## src/rtl/program_loader_if.sv

```systemverilog
// Byte-stream handshake between the host and the program loader.
// A beat transfers on any rising clock edge where valid and ready are both high.
interface program_loader_if #(
  parameter int DATAWIDTH = 8
);
  logic [DATAWIDTH-1:0] data;
  logic                 valid;
  logic                 ready;

  modport master (output data, output valid, input  ready);
  modport slave  (input  data, input  valid, output ready);
endinterface

```

## src/rtl/program_loader.sv

```systemverilog
// Program loader for the RISC-SPM memory.
// The loader takes a framed image (LEN, payload, CSUM) from the host stream and
// writes the payload into RAM. The CPU is held in reset for the whole load. It is
// released only when the checksum is good, and from then on its bus is passed
// through to RAM.
//
// state  | meaning
// -------+-------------------------------------------------------------
// S_HDR  | waiting for the LEN byte (reset state)
// S_DATA | accepting payload bytes, one registered RAM write per beat
// S_CSUM | waiting for the checksum byte
// S_RUN  | image good, CPU out of reset and owning the memory bus
// S_ERR  | checksum bad, CPU held in reset until reload
module program_loader #(
  parameter int                   DATAWIDTH = 8,
  parameter logic [DATAWIDTH-1:0] BASE_ADDR = '0
) (
  input  logic                 clk,
  input  logic                 clr,
  program_loader_if.slave      in_bus,
  input  logic                 reload,
  input  logic [DATAWIDTH-1:0] cpu_address,
  input  logic [DATAWIDTH-1:0] cpu_data,
  input  logic                 cpu_write,
  output logic [DATAWIDTH-1:0] mem_address,
  output logic [DATAWIDTH-1:0] mem_data_in,
  output logic                 mem_write,
  output logic                 cpu_clr,
  output logic                 load_done,
  output logic                 load_err
);

  typedef enum logic [2:0] {
    S_HDR  = 3'd0,
    S_DATA = 3'd1,
    S_CSUM = 3'd2,
    S_RUN  = 3'd3,
    S_ERR  = 3'd4
  } state_t;

  localparam logic [DATAWIDTH-1:0] ONE = {{(DATAWIDTH-1){1'b0}}, 1'b1};

  state_t               state_q, state_d;
  logic [DATAWIDTH-1:0] cnt_q, cnt_d;
  logic [DATAWIDTH-1:0] sum_q, sum_d;
  logic [DATAWIDTH-1:0] waddr_q, waddr_d;
  logic [DATAWIDTH-1:0] wr_addr_q, wr_addr_d;
  logic [DATAWIDTH-1:0] wr_data_q, wr_data_d;
  logic                 wr_pend_q, wr_pend_d;
  logic [DATAWIDTH-1:0] csum_total;
  logic                 ready;
  logic                 beat;

  // State and datapath registers; clr also drops any write still in flight.
  always_ff @(posedge clk) begin
    if (clr) begin
      state_q   <= S_HDR;
      cnt_q     <= '0;
      sum_q     <= '0;
      waddr_q   <= '0;
      wr_addr_q <= '0;
      wr_data_q <= '0;
      wr_pend_q <= 1'b0;
    end else begin
      state_q   <= state_d;
      cnt_q     <= cnt_d;
      sum_q     <= sum_d;
      waddr_q   <= waddr_d;
      wr_addr_q <= wr_addr_d;
      wr_data_q <= wr_data_d;
      wr_pend_q <= wr_pend_d;
    end
  end

  // Next-state, datapath updates and outputs, including the RAM bus mux.
  always_comb begin
    state_d    = state_q;
    cnt_d      = cnt_q;
    sum_d      = sum_q;
    waddr_d    = waddr_q;
    wr_addr_d  = wr_addr_q;
    wr_data_d  = wr_data_q;
    wr_pend_d  = 1'b0;
    ready      = (state_q == S_HDR) || (state_q == S_DATA) || (state_q == S_CSUM);
    beat       = in_bus.valid && ready;
    csum_total = sum_q + in_bus.data;

    case (state_q)
      S_HDR: begin
        if (beat) begin
          cnt_d   = in_bus.data;
          sum_d   = in_bus.data;
          waddr_d = BASE_ADDR;
          state_d = S_DATA;
        end
      end
      S_DATA: begin
        if (beat) begin
          wr_data_d = in_bus.data;
          wr_addr_d = waddr_q;
          wr_pend_d = 1'b1;
          sum_d     = sum_q + in_bus.data;
          waddr_d   = waddr_q + ONE;
          cnt_d     = cnt_q - ONE;
          // LEN = 0 starts the count at zero and wraps, giving a full 2^DATAWIDTH bytes.
          if (cnt_q == ONE) state_d = S_CSUM;
        end
      end
      S_CSUM: begin
        if (beat) state_d = (csum_total == '0) ? S_RUN : S_ERR;
      end
      S_RUN: begin
        if (reload) state_d = S_HDR;
      end
      S_ERR: begin
        if (reload) state_d = S_HDR;
      end
      default: state_d = S_HDR;
    endcase

    in_bus.ready = ready;
    cpu_clr      = (state_q != S_RUN);
    load_done    = (state_q == S_RUN);
    load_err     = (state_q == S_ERR);

    if (state_q == S_RUN) begin
      mem_address = cpu_address;
      mem_data_in = cpu_data;
      mem_write   = cpu_write;
    end else begin
      mem_address = wr_addr_q;
      mem_data_in = wr_data_q;
      mem_write   = wr_pend_q;
    end
  end

endmodule
```

## src/flat_wrapper.sv

```systemverilog
// flat-port wrapper written by rule: the top's interface ports become plain ports
module program_loader_flat 
#(
  parameter int                   DATAWIDTH = 8,
  parameter logic [DATAWIDTH-1:0] BASE_ADDR = '0
)
  (clk, clr, reload, cpu_address, cpu_data, cpu_write, mem_address, mem_data_in, mem_write, cpu_clr, load_done, load_err, in_bus_data, in_bus_valid, in_bus_ready);
  program_loader_if #(.DATAWIDTH(DATAWIDTH)) in_bus_i ();
  input  logic clk;
  input  logic clr;
  input  logic reload;
  input  logic [DATAWIDTH-1:0] cpu_address;
  input  logic [DATAWIDTH-1:0] cpu_data;
  input  logic cpu_write;
  output logic [DATAWIDTH-1:0] mem_address;
  output logic [DATAWIDTH-1:0] mem_data_in;
  output logic mem_write;
  output logic cpu_clr;
  output logic load_done;
  output logic load_err;
  input wire logic [$bits(in_bus_i.data)-1:0] in_bus_data;
  input wire logic [$bits(in_bus_i.valid)-1:0] in_bus_valid;
  output wire logic [$bits(in_bus_i.ready)-1:0] in_bus_ready;
  assign in_bus_i.data = in_bus_data;
  assign in_bus_i.valid = in_bus_valid;
  assign in_bus_ready = in_bus_i.ready;
  program_loader #(.DATAWIDTH(DATAWIDTH), .BASE_ADDR(BASE_ADDR)) u_core (.clk(clk), .clr(clr), .in_bus(in_bus_i), .reload(reload), .cpu_address(cpu_address), .cpu_data(cpu_data), .cpu_write(cpu_write), .mem_address(mem_address), .mem_data_in(mem_data_in), .mem_write(mem_write), .cpu_clr(cpu_clr), .load_done(load_done), .load_err(load_err));
endmodule
```

## config.mk

```make
export PLATFORM = sky130hd
export DESIGN_NAME = program_loader_flat
export DESIGN_NICKNAME = d
export VERILOG_FILES = /design/src/rtl/program_loader_if.sv /design/src/rtl/program_loader.sv /design/src/flat_wrapper.sv
export SDC_FILE = /design/constraint.sdc
export NUM_CORES = 1
export LEC_CHECK = 0
export ABC_AREA = 1
export CAP_MARGIN = 15
export CORE_UTILIZATION = 35
export DETAILED_ROUTE_END_ITERATION = 8
export GPL_TIMING_DRIVEN = 0
export PLACE_DENSITY_LB_ADDON = 0.2
export REMOVE_ABC_BUFFERS = 1
export SLEW_MARGIN = 40
export SYNTH_ARGS = -nofsm -noshare
export SYNTH_HDL_FRONTEND = slang
export SYNTH_SLANG_ARGS = --single-unit
```

## constraint.sdc

```tcl
create_clock -name clk -period 3 [get_ports clk]
set_clock_uncertainty 0.2 [all_clocks]
set_input_delay 0.6 -clock clk [delete_from_list [all_inputs] [get_ports clk]]
set_output_delay 0.6 -clock clk [all_outputs]
set_load 0.005 [all_outputs]
```

==> run summary <==
Netlist area before placement: 2460 sq um. The core region is 6790 sq um. TritonCTS built the clock tree. The count of final setup violators was 0; the wire length of the first global-routing pass was 10,800 um.

The total grt overflow is 0, and the latest clock arrival within the worst-skew pair is 0.30 ns. The logs give 5 for the number of buffers created by CTS and 6310 um for the total wire length after detailed routing. For the share of the yosys chip area belonging to registers, the log shows 35.8%.

The kind of start point of the critical path was an input pin. The count of H-tree levels built during CTS is 2. STA classifies the critical path endpoint as a flop. Headroom to the max-slew limit came out at 55.6%.

Global-route total usage across every layer: 18.5%. The number of diodes added for antenna fixing is 0, and the worst reg-to-reg path cell count is 6. The worst path in the final design needs a cycle of 2.85 ns, including I/O delays and setup.

Cells fill 47.2% of the core in the end. For the required time reported for the critical path endpoint, the log shows 3.02 ns. Before antenna repair, the detailed router went through 4 iterations.

The number of placed instances, taps included, is 504. The run gives 1.38 nW as the leakage dissipation. The portion of total power attributed to combinational logic is 47.2%, and the row count is 30. The run gives 29 as the pin count of the biggest net entering global routing. Summed over all nets, the switching power comes to 0.951 mW. The count of input and output buffers is 49, and the max-slew violation total from the final report is 0. CTS placed an instance of sky130_fd_sc_hd__clkbuf_8 at the clock tree root. The critical path is of the in2reg type.

Prior to clock tree synthesis, the placed netlist has a worst setup slack of -0.184 ns. Dividing the detail-routed wire length by the instance count gives 12.2 um. In the routed design, unresolved DRC markers number 0. The completed layout was analyzed and its total power is 2.32 mW. Total die area: 7370 sq um. Along the worst path, the maximum fanout reaches 3. The logs give 459 for the number of nets in the layout and 44 for the count of clock tree sinks. Routability-driven placement finished with a final weighted congestion of 0.806. The number of nets with antenna violations after routing is 0, and the detailed placement HPWL is 4330 um. In this run, flip-flops and latches consume 36.3% of the power. For this design the top-level I/O count stands at 50. Number of synthesis warnings: 0. For this block, the initial DRC count from the detailed router was 126. In this run the power density over the cells is 725 nW/um^2. The share of layout cells above drive strength 1 was 6.90%.

Max-cap violations in this run came to 0. Via count of the first global-routing pass: 2,309. From synthesis to final layout, the design area changed by 30.1%. For the pin with the worst max-slew slack, the measured transition is 0.665 ns. Setup repair after global routing left no endpoint under its margin. Using the TritonRoute via totals, the vias-per-cell ratio works out to 4.84. The run gives 2.87 ns as the arrival time at the worst endpoint. After synthesis, the netlist uses 31 different library cells. After clock tree synthesis, the clock-pin slew on the worst setup and hold paths is 0.08 ns. Of the available clock period, the critical path in the final layout requires 95.0%. Synthesis inferred 44 register bits. The overall die width was 85.9 um. Once the floorplan was initialized, standard cells occupied 36.2% of the core.

The run gives 0 as the initial antenna violation count. The post-synthesis average cell area came out at 6.64 sq um. The cell count after synthesis is 371, and the worst-case hold slack is 0.276 ns. The via count was 2,495; the number of failing hold endpoints at the final stage was 0.

The die outline height works out to 85.9 um. The clock network burns 16.5% of the power. The number of cells on the worst hold path is 2, and the maximum frequency from static timing analysis is 0.351 GHz.

The run finished with clean final reports. VDD sags by at most 0.000441 V. The count of cells in the finished layout, fillers not included, comes to 516.

In this run switching power makes up 40.9% of total power. The min-delay analysis places its worst path in the category reg2reg. The longest clock path from root to sink contains 2 buffers. For the internal power, the log shows 1.37 mW.

In the post-route analysis, the smallest setup slack over all paths is 0.149 ns.
[worst max-delay path, cell delays in order]
cell	delay, ns
sky130_fd_sc_hd__clkdlybuf4s50_1	0.53
sky130_fd_sc_hd__ha_2	0.24
sky130_fd_sc_hd__fa_1	0.44
sky130_fd_sc_hd__or2_2	0.30
sky130_fd_sc_hd__nor2_1	0.14
sky130_fd_sc_hd__nand3_1	0.12
sky130_fd_sc_hd__nor2_2	0.13
sky130_fd_sc_hd__nand3_1	0.11
sky130_fd_sc_hd__nand2_1	0.07
sky130_fd_sc_hd__nand2_1	0.06
sky130_fd_sc_hd__a21oi_1	0.12
[flip-flops by register name (all words and copies together) (netlist names)]
register and flops:
u_core.state_q 3, u_core.wr_addr_q 8, u_core.waddr_q 8, u_core.cnt_q 8
u_core.wr_data_q 8, u_core.sum_q 8, u_core.wr_pend_q 1
[synthesized netlist by cell type (all sizes together)]
library cell  count  area share (%)
a211oi            1            0.30
a21oi            33             6.7
a221oi            6             2.1
a31oi             3            0.76
buf               6             1.2
clkbuf            6            0.97
dfxtp            44              36
fa                1            0.81
ha               10             5.1
inv              40             6.1
nand2           103              16
nand3            20             4.1
nand3b            1            0.30
nor2             41             6.4
nor3              9             2.7
nor3b             4             1.2
nor4              1            0.25
o211a             1            0.41
o21a              1            0.30
o21ai            35             7.1
or2               2            0.51
xnor2             1            0.36
xor2              2            0.71
[power by group through the flow]
stage	sequential [mW]	clock (mW)	combinational, mW
final	0.843	0.384	1.10
after global routing	0.863	0.421	1.27
after CTS	0.840	0.394	1.09
after detailed placement	0.846	0	1.06
after global placement	0.842	0	1.04
after floorplan	0.818	0	0.704
[layout make-up]
| class | count | area, sq um |
|---|---|---|
| multi-input combinational | 276 | 1420 |
| sequential | 44 | 882 |
| clock inverter | 2 | 10.0 |
| fill | 704 | 3590 |
| tap | 96 | 120 |
| clock buffer | 6 | 82.6 |
| timing repair buffer | 52 | 538 |
| inverter | 40 | 154 |
[cell families after synthesis]
| logic type | Yosys count | synth area share (%) |
|---|---|---|
| xor gates and xnor gates | 3 | 1.07 |
| buffers and inverters | 52 | 8.23 |
| AOI/OAI and AO/OA | 80 | 17.7 |
| DFF | 44 | 35.8 |
| adders and majority gates | 11 | 5.89 |
| and+or+nand+nor | 181 | 31.3 |
[timing repair]
| action | in CTS | in global routing |
|---|---|---|
| pin swaps | 1 | 1 |
| hold buffers | 0 | 0 |
| setup buffers | 2 | 1 |
| setup endpoints to repair | 19 | 14 |
| gates cloned | 1 | 0 |
| resized for setup | 1 | 5 |
[stage by stage]
| step | TNS [ns] | area, sq um |
|---|---|---|
| after floorplan | 0 | 2410 |
| after global routing | 0 | 3200 |
| after global placement | -9.29 | 3020 |
| after CTS | 0 | 3170 |
| after detailed placement | -0.531 | 3030 |
| final | 0 | 3200 |
[metal layers]
layer / vias to the layer above / part of all wire [%] / global-route usage [%]
met5: - / 0 / 0
met4: 0 / 0.49 / 3.64
met3: 4 / 4.6 / 4.52
met2: 63 / 45 / 30.2
met1: 1114 / 50 / 24.9
li1: 1314 / - / -
[cell usage in the layout (no fill, tap or decap), types with 6 or more instances in the layout]
cell	n
sky130_fd_sc_hd__nand2_1	101
sky130_fd_sc_hd__clkdlybuf4s50_1	49
sky130_fd_sc_hd__dfxtp_1	43
sky130_fd_sc_hd__nor2_1	38
sky130_fd_sc_hd__inv_1	36
sky130_fd_sc_hd__o21ai_0	33
sky130_fd_sc_hd__a21oi_1	33
sky130_fd_sc_hd__nand3_1	20
sky130_fd_sc_hd__ha_1	9
sky130_fd_sc_hd__nor3_1	6
sky130_fd_sc_hd__a221oi_1	6
sky130_fd_sc_hd__clkbuf_8	6
[worst paths after layout]
kind,from,to,slack [ns]
setup / recovery,in_bus_data[0],u_core.state_q[1],0.15
hold / removal,u_core.wr_addr_q[0],u_core.wr_addr_q[0],0.28
setup reg to reg,u_core.state_q[1],u_core.wr_addr_q[0],0.62
hold reg to reg,u_core.wr_addr_q[0],u_core.wr_addr_q[0],0.28
Note: power is estimated with default switching activity, not from simulation.
